`config.mk`:
```
export PLATFORM = sky130hd
export DESIGN_NAME = piece_mover
export DESIGN_NICKNAME = d
export VERILOG_FILES = /design/src/rtl/piece_mover.sv
export SDC_FILE = /design/constraint.sdc
export NUM_CORES = 1
export LEC_CHECK = 0
export CORE_ASPECT_RATIO = 0.8
export CORE_MARGIN = 2
export CORE_UTILIZATION = 55
export DETAILED_ROUTE_END_ITERATION = 10
export PLACE_DENSITY = 0.78
export SYNTH_ARGS = -nofsm -noshare
export SYNTH_HDL_FRONTEND = slang
export SYNTH_SLANG_ARGS = --single-unit
```
`constraint.sdc`:
```
create_clock -name clk -period 4 [get_ports clk]
set_input_delay 0.6 -clock clk [delete_from_list [all_inputs] [get_ports clk]]
set_output_delay 0.6 -clock clk [all_outputs]
set_load 0.01 [all_outputs]
```
`src/rtl/piece_mover.sv`:
```
// piece_mover: moves a four-cell falling piece one step (down/left/right) inside a byte-per-cell
// grid memory. A move first reads the four target cells for collisions, then reads the piece
// byte from cell 0, clears the four old cells and writes the piece byte to the four targets.
//
// Ports:
//   clk, reset        single clock, synchronous active-high reset
//   load, load_addr   one-cycle pulse latching four cell addresses (cell 0 in the LSBs)
//   move_valid/dir    move request (00 down, 01 left, 10 right, 11 ignored), held until accepted
//   move_ready        high in IDLE with a piece loaded and no gravity step pending
//   tetris_grid_in    grid read data, valid one clock after grid_address
//   grid_address      grid memory address
//   grid_data_out     grid write data, write_en its strobe
//   done              one-cycle pulse when a move commits
//   landed / blocked  one-cycle pulse when a down / sideways move collides
//
// Optional feature: define PIECE_MOVER_GRAVITY_EN to add a tick counter that requests a down
// step every TICK_INTERVAL clocks while a piece is loaded.
module piece_mover #(
  parameter int GRID_COLS     = 12,
  parameter int ADDR_W        = 8,
  parameter int TICK_INTERVAL = 200
) (
  input  logic                clk,
  input  logic                reset,
  input  logic                load,
  input  logic [4*ADDR_W-1:0] load_addr,
  input  logic                move_valid,
  input  logic [1:0]          move_dir,
  output logic                move_ready,
  input  logic [7:0]          tetris_grid_in,
  output logic [ADDR_W-1:0]   grid_address,
  output logic [7:0]          grid_data_out,
  output logic                write_en,
  output logic                done,
  output logic                landed,
  output logic                blocked
);

  typedef enum logic [2:0] {
    StIdle, StChkAddr, StChkRead, StRdAddr, StRdData, StClear, StWrite, StDone
  } state_e;

  localparam logic [1:0] DirDown = 2'b00;
  localparam logic [1:0] DirLeft = 2'b01;
  localparam logic [1:0] DirNone = 2'b11;

  state_e            state_q;
  logic [1:0]        idx_q;
  logic [1:0]        dir_q;
  logic [ADDR_W-1:0] pos_q [4];
  logic              loaded_q;
  logic              coll_q;
  logic [7:0]        piece_q;
  logic              pending_q;
  logic              grav_start;
  logic              accept;
  logic              hit;
  logic              coll_all;

  function automatic logic [ADDR_W-1:0] step_addr(input logic [ADDR_W-1:0] p,
                                                  input logic [1:0]        d);
    logic [ADDR_W-1:0] r;
    case (d)
      DirDown: r = p + ADDR_W'(GRID_COLS);
      DirLeft: r = p - ADDR_W'(1);
      default: r = p + ADDR_W'(1);
    endcase
    return r;
  endfunction

  // Active cells (bit 7) belong to the moving piece and never block it.
  assign hit      = (tetris_grid_in[3:0] != 4'd0) && !tetris_grid_in[7];
  assign coll_all = coll_q | hit;

  assign move_ready = !reset && (state_q == StIdle) && loaded_q && !pending_q && !load;
  assign accept     = move_ready && move_valid;
  assign grav_start = (state_q == StIdle) && loaded_q && pending_q;

`ifdef PIECE_MOVER_GRAVITY_EN
  localparam int CntW = $clog2(TICK_INTERVAL + 1);
  logic [CntW-1:0] tick_cnt_q;
  logic            tick;

  assign tick = loaded_q && (tick_cnt_q == CntW'(TICK_INTERVAL - 1));

  always_ff @(posedge clk) begin
    if (reset || !loaded_q || tick) tick_cnt_q <= '0;
    else                            tick_cnt_q <= tick_cnt_q + CntW'(1);
  end

  // A tick on the same edge the pending step starts is the next step, so it wins.
  always_ff @(posedge clk) begin
    if (reset || !loaded_q) pending_q <= 1'b0;
    else if (tick)          pending_q <= 1'b1;
    else if (grav_start)    pending_q <= 1'b0;
  end
`else
  logic unused_tick_cfg;
  assign unused_tick_cfg = (TICK_INTERVAL == 0);
  assign pending_q       = 1'b0;
`endif

  always_ff @(posedge clk) begin
    if (reset) begin
      state_q       <= StIdle;
      idx_q         <= 2'd0;
      dir_q         <= DirDown;
      for (int i = 0; i < 4; i++) pos_q[i] <= '0;
      loaded_q      <= 1'b0;
      coll_q        <= 1'b0;
      piece_q       <= 8'h00;
      grid_address  <= '0;
      grid_data_out <= 8'h00;
      write_en      <= 1'b0;
      done          <= 1'b0;
      landed        <= 1'b0;
      blocked       <= 1'b0;
    end else begin
      done    <= 1'b0;
      landed  <= 1'b0;
      blocked <= 1'b0;
      case (state_q)
        StIdle: begin
          if (grav_start) begin
            dir_q        <= DirDown;
            coll_q       <= 1'b0;
            grid_address <= step_addr(pos_q[0], DirDown);
            state_q      <= StChkAddr;
          end else if (accept) begin
            if (move_dir != DirNone) begin
              dir_q        <= move_dir;
              coll_q       <= 1'b0;
              grid_address <= step_addr(pos_q[0], move_dir);
              state_q      <= StChkAddr;
            end
          end else if (load) begin
            for (int i = 0; i < 4; i++) pos_q[i] <= load_addr[i*ADDR_W +: ADDR_W];
            loaded_q <= 1'b1;
          end
        end
        StChkAddr: begin
          grid_address <= step_addr(pos_q[1], dir_q);
          idx_q        <= 2'd0;
          state_q      <= StChkRead;
        end
        StChkRead: begin
          // Reads are pipelined: while checking cell i the address of cell i+2 goes out.
          coll_q <= coll_all;
          if (idx_q == 2'd3) begin
            if (coll_all) begin
              state_q <= StIdle;
              if (dir_q == DirDown) begin
                landed   <= 1'b1;
                loaded_q <= 1'b0;
              end else begin
                blocked <= 1'b1;
              end
            end else begin
              grid_address <= pos_q[0];
              state_q      <= StRdAddr;
            end
          end else begin
            idx_q        <= idx_q + 2'd1;
            grid_address <= step_addr(pos_q[idx_q + 2'd2], dir_q);
          end
        end
        StRdAddr: state_q <= StRdData;
        StRdData: begin
          piece_q       <= tetris_grid_in;
          grid_address  <= pos_q[0];
          grid_data_out <= 8'h00;
          write_en      <= 1'b1;
          idx_q         <= 2'd0;
          state_q       <= StClear;
        end
        StClear: begin
          if (idx_q == 2'd3) begin
            idx_q         <= 2'd0;
            grid_address  <= step_addr(pos_q[0], dir_q);
            grid_data_out <= piece_q;
            state_q       <= StWrite;
          end else begin
            idx_q        <= idx_q + 2'd1;
            grid_address <= pos_q[idx_q + 2'd1];
          end
        end
        StWrite: begin
          if (idx_q == 2'd3) begin
            write_en <= 1'b0;
            done     <= 1'b1;
            state_q  <= StDone;
          end else begin
            idx_q        <= idx_q + 2'd1;
            grid_address <= step_addr(pos_q[idx_q + 2'd1], dir_q);
          end
        end
        StDone: begin
          for (int i = 0; i < 4; i++) pos_q[i] <= step_addr(pos_q[i], dir_q);
          state_q <= StIdle;
        end
        default: state_q <= StIdle;
      endcase
    end
  end

endmodule

```
**Word-level counts from Yosys, hierarchy flattened**

Memories as Yosys holds them, arrays and structs flattened.
Index checks and enable logic that the tools add are counted.

- Input bits: 46
- Bits in read-only memories: 0
- Bits in latches: 0
- Bits in writable memories: 32
- Register bits: 37
- Memories kept: 1

Memory list:

| memory | depth | width | read ports | clocked after Yosys merged registers in | wr ports | RTL line | source |
|---|---|---|---|---|---|---|---|
| pos_q | 4 | 8 | 6 | 0 | 4 | 50 | `logic [ADDR_W-1:0] pos_q [4];` |

- $lt $le $gt $ge: 0
- Multiplexer cells: 66
- Reduce and logical (&&, ||, !) cells: 29
- Shifts and indexed selects: 0
- Bitwise gates (word level): 13
- Add/sub/neg operators: 20
- Multiply operators: 0
- Divide/modulo/power cells: 0
- Equality and inequality tests: 23

Operators by type and width:

| cell | number |
|---|---|
| 8-bit two-way mux | 23 |
| 8-bit one-hot mux with 2 select lines | 8 |
| 8-bit by 1-bit adder with 8-bit output (second input constant) | 6 |
| 8-bit by 4-bit adder with 8-bit output (second input constant) | 6 |
| 8-bit one-hot mux with 6 select lines | 1 |
| 8-bit by 1-bit subtractor with 8-bit output (second input constant) | 6 |
| 3-bit one-hot mux with 8 select lines | 1 |
| 2-bit inequality test (second input constant) | 11 |
| 1-bit two-way mux | 21 |
| 3-bit two-way mux | 5 |
| 3-bit == test (second input constant) | 4 |
| 5-bit AND reduction | 2 |
| 1-bit bitwise OR | 9 |
| 3-bit by 2-bit == test with 1-bit output (second input constant) | 2 |
| 2-bit two-way mux | 3 |
| 1-bit one-hot mux with 2 select lines | 3 |
| 2-bit one-hot mux with 3 select lines | 1 |
| 2-bit AND reduction | 3 |
| 3-bit AND reduction | 2 |
| 6-bit AND reduction | 1 |
| 2-bit nonzero test | 3 |
| 6-bit nonzero test | 1 |
| 2-bit OR reduction | 3 |
| 1-bit logical AND | 5 |
| 14 further kinds | 21 |

**Longest topological paths before layout**

- Depth in word-level cells: 11
- Gate-level depth with buffers: 13
- Mapped depth without buffers: 11

**Least setup slack after synthesis**

No wires, ideal clock.

- Path kind: register to register
- Start point: reg idx_q[0]
- End point: reg grid_address[7]
- Cell stages (with the launch flop): 13
- Data required time: 3874 ps
- Path slack: 860 ps
- Buffers on the path: 1
- Library setup time: 126 ps
- Data arrival time: 3014 ps
- Cell sequence: dfxtp_1 ha_1 buf_6 mux4_2 ha_1 or3_1 o2111ai_1 o211ai_2 o22ai_2 xor2_1 a221oi_2 a2111oi_2 a21oi_1

- Word-level cells in the longest chain between the ends: 6
- Elaborated cells on any way between the ends: 19
- Classes of those cells: add/sub: 8; eq/ne: 3; mux: 6; reduce/logical: 1; memory: 1

RTL lines:

| element | RTL line | source |
|---|---|---|
| from (decl) | 48 | `logic [1:0] idx_q;` |
| from (signal assigned) | 163 | `idx_q <= idx_q + 2'd1;` |
| from (signal assigned) | 183 | `idx_q <= idx_q + 2'd1;` |
| from (signal assigned) | 193 | `idx_q <= idx_q + 2'd1;` |
| 2-bit by 1-bit adder with 2-bit output or 2-bit adder (tied branches) | 184, 194, 164 |  |
| memory read 4 x 8 bit | n/a |  |
| 8-bit by 1-bit adder with 8-bit output, or another cell as far along | 66 | `default: r = p + ADDR_W'(1);` |
| 8-bit one-hot mux with 2 select lines | 63 | `case (d)` |
| 8-bit two-way mux, on equally long branches | 188, 149 |  |
| 8-bit one-hot mux with 6 select lines | 122 | `case (state_q)` |
| to (signal assigned) | 127 | `grid_address <= step_addr(pos_q[0], DirDown);` |
| to (signal assigned) | 133 | `grid_address <= step_addr(pos_q[0], move_dir);` |
| to (signal assigned) | 194 | `grid_address <= step_addr(pos_q[idx_q + 2'd1], dir_q);` |
| to (decl) | 31 | `output logic [ADDR_W-1:0] grid_address,` |

Several ways; a longest one is shown, not always the timed one. The select of a mux whose other input is x is not followed.
A chain may end at the register's enable or synchronous reset.

**Final worst setup path**

- Start point: reg idx_q[1]
- End point: reg grid_address[7]

Same word-level chain as after synthesis.

==> impl_summary.txt <==
----------------------------------------------------
[Setup path]
  WP data required ... 4.22 ns
  Crit Reg-Reg Startpoint ... idx_q[1]
  Peak fanout along the critical path ... 10
  Worst Setup End Kind ... flip-flop
  Signal arrival time at the worst endpoint ... 3.80 ns
  Timing startpoint of the critical path ... idx_q[1]
  Register-to-register setup slack ... ~0.42 ns
  Critical Setup Path Class ... reg2reg
  Nature of the critical path startpoint ... flip-flop

[Finish]
  Syn-to-layout area delta ... 15.40%
  Total area of multi-input combinational cells ... 4335 um^2
  Total Nets Final ... 925
  Filler cell count in the final layout ... 978
  Number of antenna cells inserted ... 0
  Layout cell share with drive strength beyond 1 ... under 10%
  Seq. cell area ... around 1700 um^2

[Synth]
  Cell taking the most area after synthesis ... edfxtp_1
  Net count after synthesis ... 885
  Mean post-synth cell area ... 7.985 um^2
  Count of flip-flops with a built-in enable after synthesis ... 32
  Fraction of synthesis flops using an asynchronous set or reset pin ... 0%
  Top-area cell type share of the netlist area ... 14.86%
  Count of warnings emitted by yosys ... 0
  Post-synthesis instance total ... between 800 and 900
  Flip-flop cell with the highest count after synthesis ... dfxtp_1
  Number of different library cells in the post-synthesis netlist ... 83
  Dominant cells by area after synthesis ... edfxtp_1 (15%), dfxtp_1 (11%), a21oi_1 (6.3%)
  Post-synthesis register bit count ... between 60 and 70
  Register area share after synthesis ... a little over a quarter
  Cell area after technology mapping ... approximately 6500 um^2

[Status]
  Run status ... complete, no violations

[GRT]
  All-Layer GR Usage ... around a third
  Number of antenna violations at the first check in global routing ... 0
  Total grt overflow ... 0
  Largest net degree at the start of global routing ... 40
  Wire length of the first global-routing pass ... between 30 and 40 mm
  Vias in the first global route ... between 6000 and 7000

[Die]
  Placeable core region ... 11470 um^2
  Top-level I/O count ... 67
  Starting density of the core ... between 50% and 60%
  Width of the die ... 125.2 um
  Die boundary height ... 101.0 um
  Area of the die ... between 10000 and 15000 um^2
  Row Count ... 35

[Power and ir drop]
  Cell internal pwr ... 0.002431 W
  Switching pwr ... 0.002128 W
  Leakage power total ... about 2.7 nW
  Net switching fraction of the power ... 46.67%
  Clock group share of total power ... 17.6%
  Power per standard cell area ... 610.8 nW/um^2
  Fraction of power consumed by sequential logic ... 26.3%
  Maximum vdd drop ... ~0.28 mV
  Power share of the combinational group ... 56.1%

[Timing]
  Final period utilization ... 89.48%
  Worst path setup slack after routing ... between 0.4 and 0.5 ns
  Number of pins with negative max-slew slack in the final report ... 0
  Final worst clock skew ... 0.007357 ns
  Max Clk Rate ... 279.4 MHz
  # setup viols final ... 0
  Final Critical Period ... 3.579 ns
  Worst-case headroom to the max-slew limit ... 49.23%
  RSZ-0062 raised after global routing ... no
  Worst-case hold slack ... 0.4554 ns
  Final hold violations ... 0
  Tightest Pin Transition ... ~0.75 ns
  Post-Route Setup TNS ... 0 ns

[Drt]
  Met2 wire len ... around 9.7 mm
  Drt first pass iters ... 6
  Highest metal layer with signal wires ... met4
  Sum of met3 wire segment lengths after detailed routing ... 2.337 mm
  Final Routed Wirelength ... 21.62 mm
  Wirelength per Cell ... 21.56 um
  Routed metal-1 wirelength ... approximately 8.9 mm
  Via/cell ratio ... ~6.6
  First-iteration detailed-routing DRC count ... 811
  Number of nets with antenna violations after detailed routing ... 0
  Remaining DRCs ... 0
  Via count ... 6588

[Placement]
  I/O Buffers ... 66
  Final weighted congestion in routability-driven placement ... ~0.96
  Post-place setup slack ... 0.4755 ns
  Total half-perimeter wirelength after legalization and detailed placement ... 16.11 mm

[Clocking]
  # hold bufs at CTS ... 0
  Post-CTS setup repair buffer count ... 0
  Clk sinks ... 69
  Clock-pin transition on the worst setup and hold timing paths ... 0.07 ns
  TritonCTS clock tree ... yes
  Number of buffers created by CTS ... 9
  Clock root cell ... clkbuf_16
  Max Root-Sink Buffers ... 2
  Clk Latency, worst-skew pair ... roughly 0.34 ns
  Total number of H-tree levels ... 3
  Post-cts resize count ... 0

[Hold path]
  Beginning of the worst hold path ... grid_data_out[2]
  Hold WC Path Type ... reg2reg

[Flow run]
  Max cap viols ... 0

----------------------------------------------------
-- state kept, by name (all words and copies together), names as in the netlist --
name,cells
state_q,3
done,1
grid_address,8
pos_q,32
landed,1
coll_q,1
blocked,1
idx_q,2
grid_data_out,8
piece_q,8
dir_q,2
loaded_q,1
write_en,1
-- cells in the final DEF, fill, tap and decap left out, types with 5 or more instances in the layout --
cell type	count
a31oi_1	7
buf_4	24
ha_1	28
nand2_1	107
mux4_1	5
and2_1	5
o31ai_1	8
nand3_1	24
or2_2	6
edfxtp_1	32
mux2i_1	15
clkbuf_16	10
or4_1	6
nor3_1	21
o211ai_1	7
nor2b_1	5
nor2_1	75
a211oi_1	10
inv_1	23
xnor2_1	42
a22o_1	6
clkdlybuf4s50_1	66
o22ai_1	9
mux4_2	10
dfxtp_1	37
xor2_1	18
a21oi_1	81
o21ai_0	62
-- path summary, 6_finish.rpt --
| path | end | cells past startpoint |
|---|---|---|
| max | grid_address[7] | 11 |
| min | grid_data_out[2] | 2 |
| max reg2reg | grid_address[7] | 11 |
| min reg2reg | grid_data_out[2] | 2 |
-- Yosys cell counts (10+ instances only) --
master / instances
a211oi_1: 10
o21ai_0: 62
ha_1: 28
nor2_1: 76
edfxtp_1: 32
clkbuf_1: 37
xor2_1: 18
dfxtp_1: 37
nor3_1: 21
a21oi_1: 81
nand2_1: 107
inv_1: 23
mux2i_1: 15
mux4_2: 10
xnor2_1: 42
nand3_1: 24
-- metal layers --
metal / GRT usage, % / vias up
li1: - / 3043
met1: 47.14 / 3103
met2: 54.52 / 386
met3: 7.696 / 56
met4: 11.20 / 0
met5: 0 / -
-- final cells by class --
class / instances / area share (%)
timing repair buffer: 90 / 11.27
inverter: 27 / 1.425
clock inverter: 5 / 0.5197
clock buffer: 11 / 3.420
multi-input combinational: 653 / 58.09
tap: 148 / 2.481
sequential: 69 / 22.80
-- power groups by stage --
stage	Combinational (W)	Sequential, W	Clock [W]
floorplan	0.00192	0.00103	0
global placement	0.00244	0.00118	0
detailed placement	0.00250	0.00119	0
CTS	0.00251	0.00118	0.000812
global route	0.00277	0.00121	0.000838
finish	0.00256	0.00120	0.000802
-- per-stage QoR --
| stage | total power [W] | area [um^2] | utilization (%) | std cells |
|---|---|---|---|---|
| global route | 0.004816 | 7463 | 65.05 | 1003 |
| floorplan | 0.002950 | 6467 | - | 810 |
| detailed placement | 0.003688 | 7169 | 62.49 | 987 |
| finish | 0.004558 | 7463 | 65.05 | 1003 |
| CTS | 0.004499 | 7463 | 65.05 | 1003 |
| global placement | 0.003618 | 7169 | 62.49 | 987 |
-- critical path: stages (launching register included) --
cell and delay [ns]:
dfxtp_1 0.45, ha_1 0.47, mux4_2 0.60, ha_1 0.40, or3_1 0.36, o2111ai_1 0.14, o211ai_2 0.15, o22ai_2 0.17
xor2_1 0.21, a221oi_2 0.10, a2111oi_2 0.29, a21oi_1 0.11
-- cells by family after synthesis --
| group | after synthesis | synth area share (%) |
|---|---|---|
| mux | 31 | 8.222 |
| xor+xnor | 61 | 8.377 |
| fa+ha+maj | 29 | 5.727 |
| compound gates | 248 | 24.67 |
| simple gates | 284 | 20.00 |
| flops | 69 | 26.31 |
| buf+inv | 88 | 6.694 |
No activity file was read; power rests on OpenSTA's default activity.
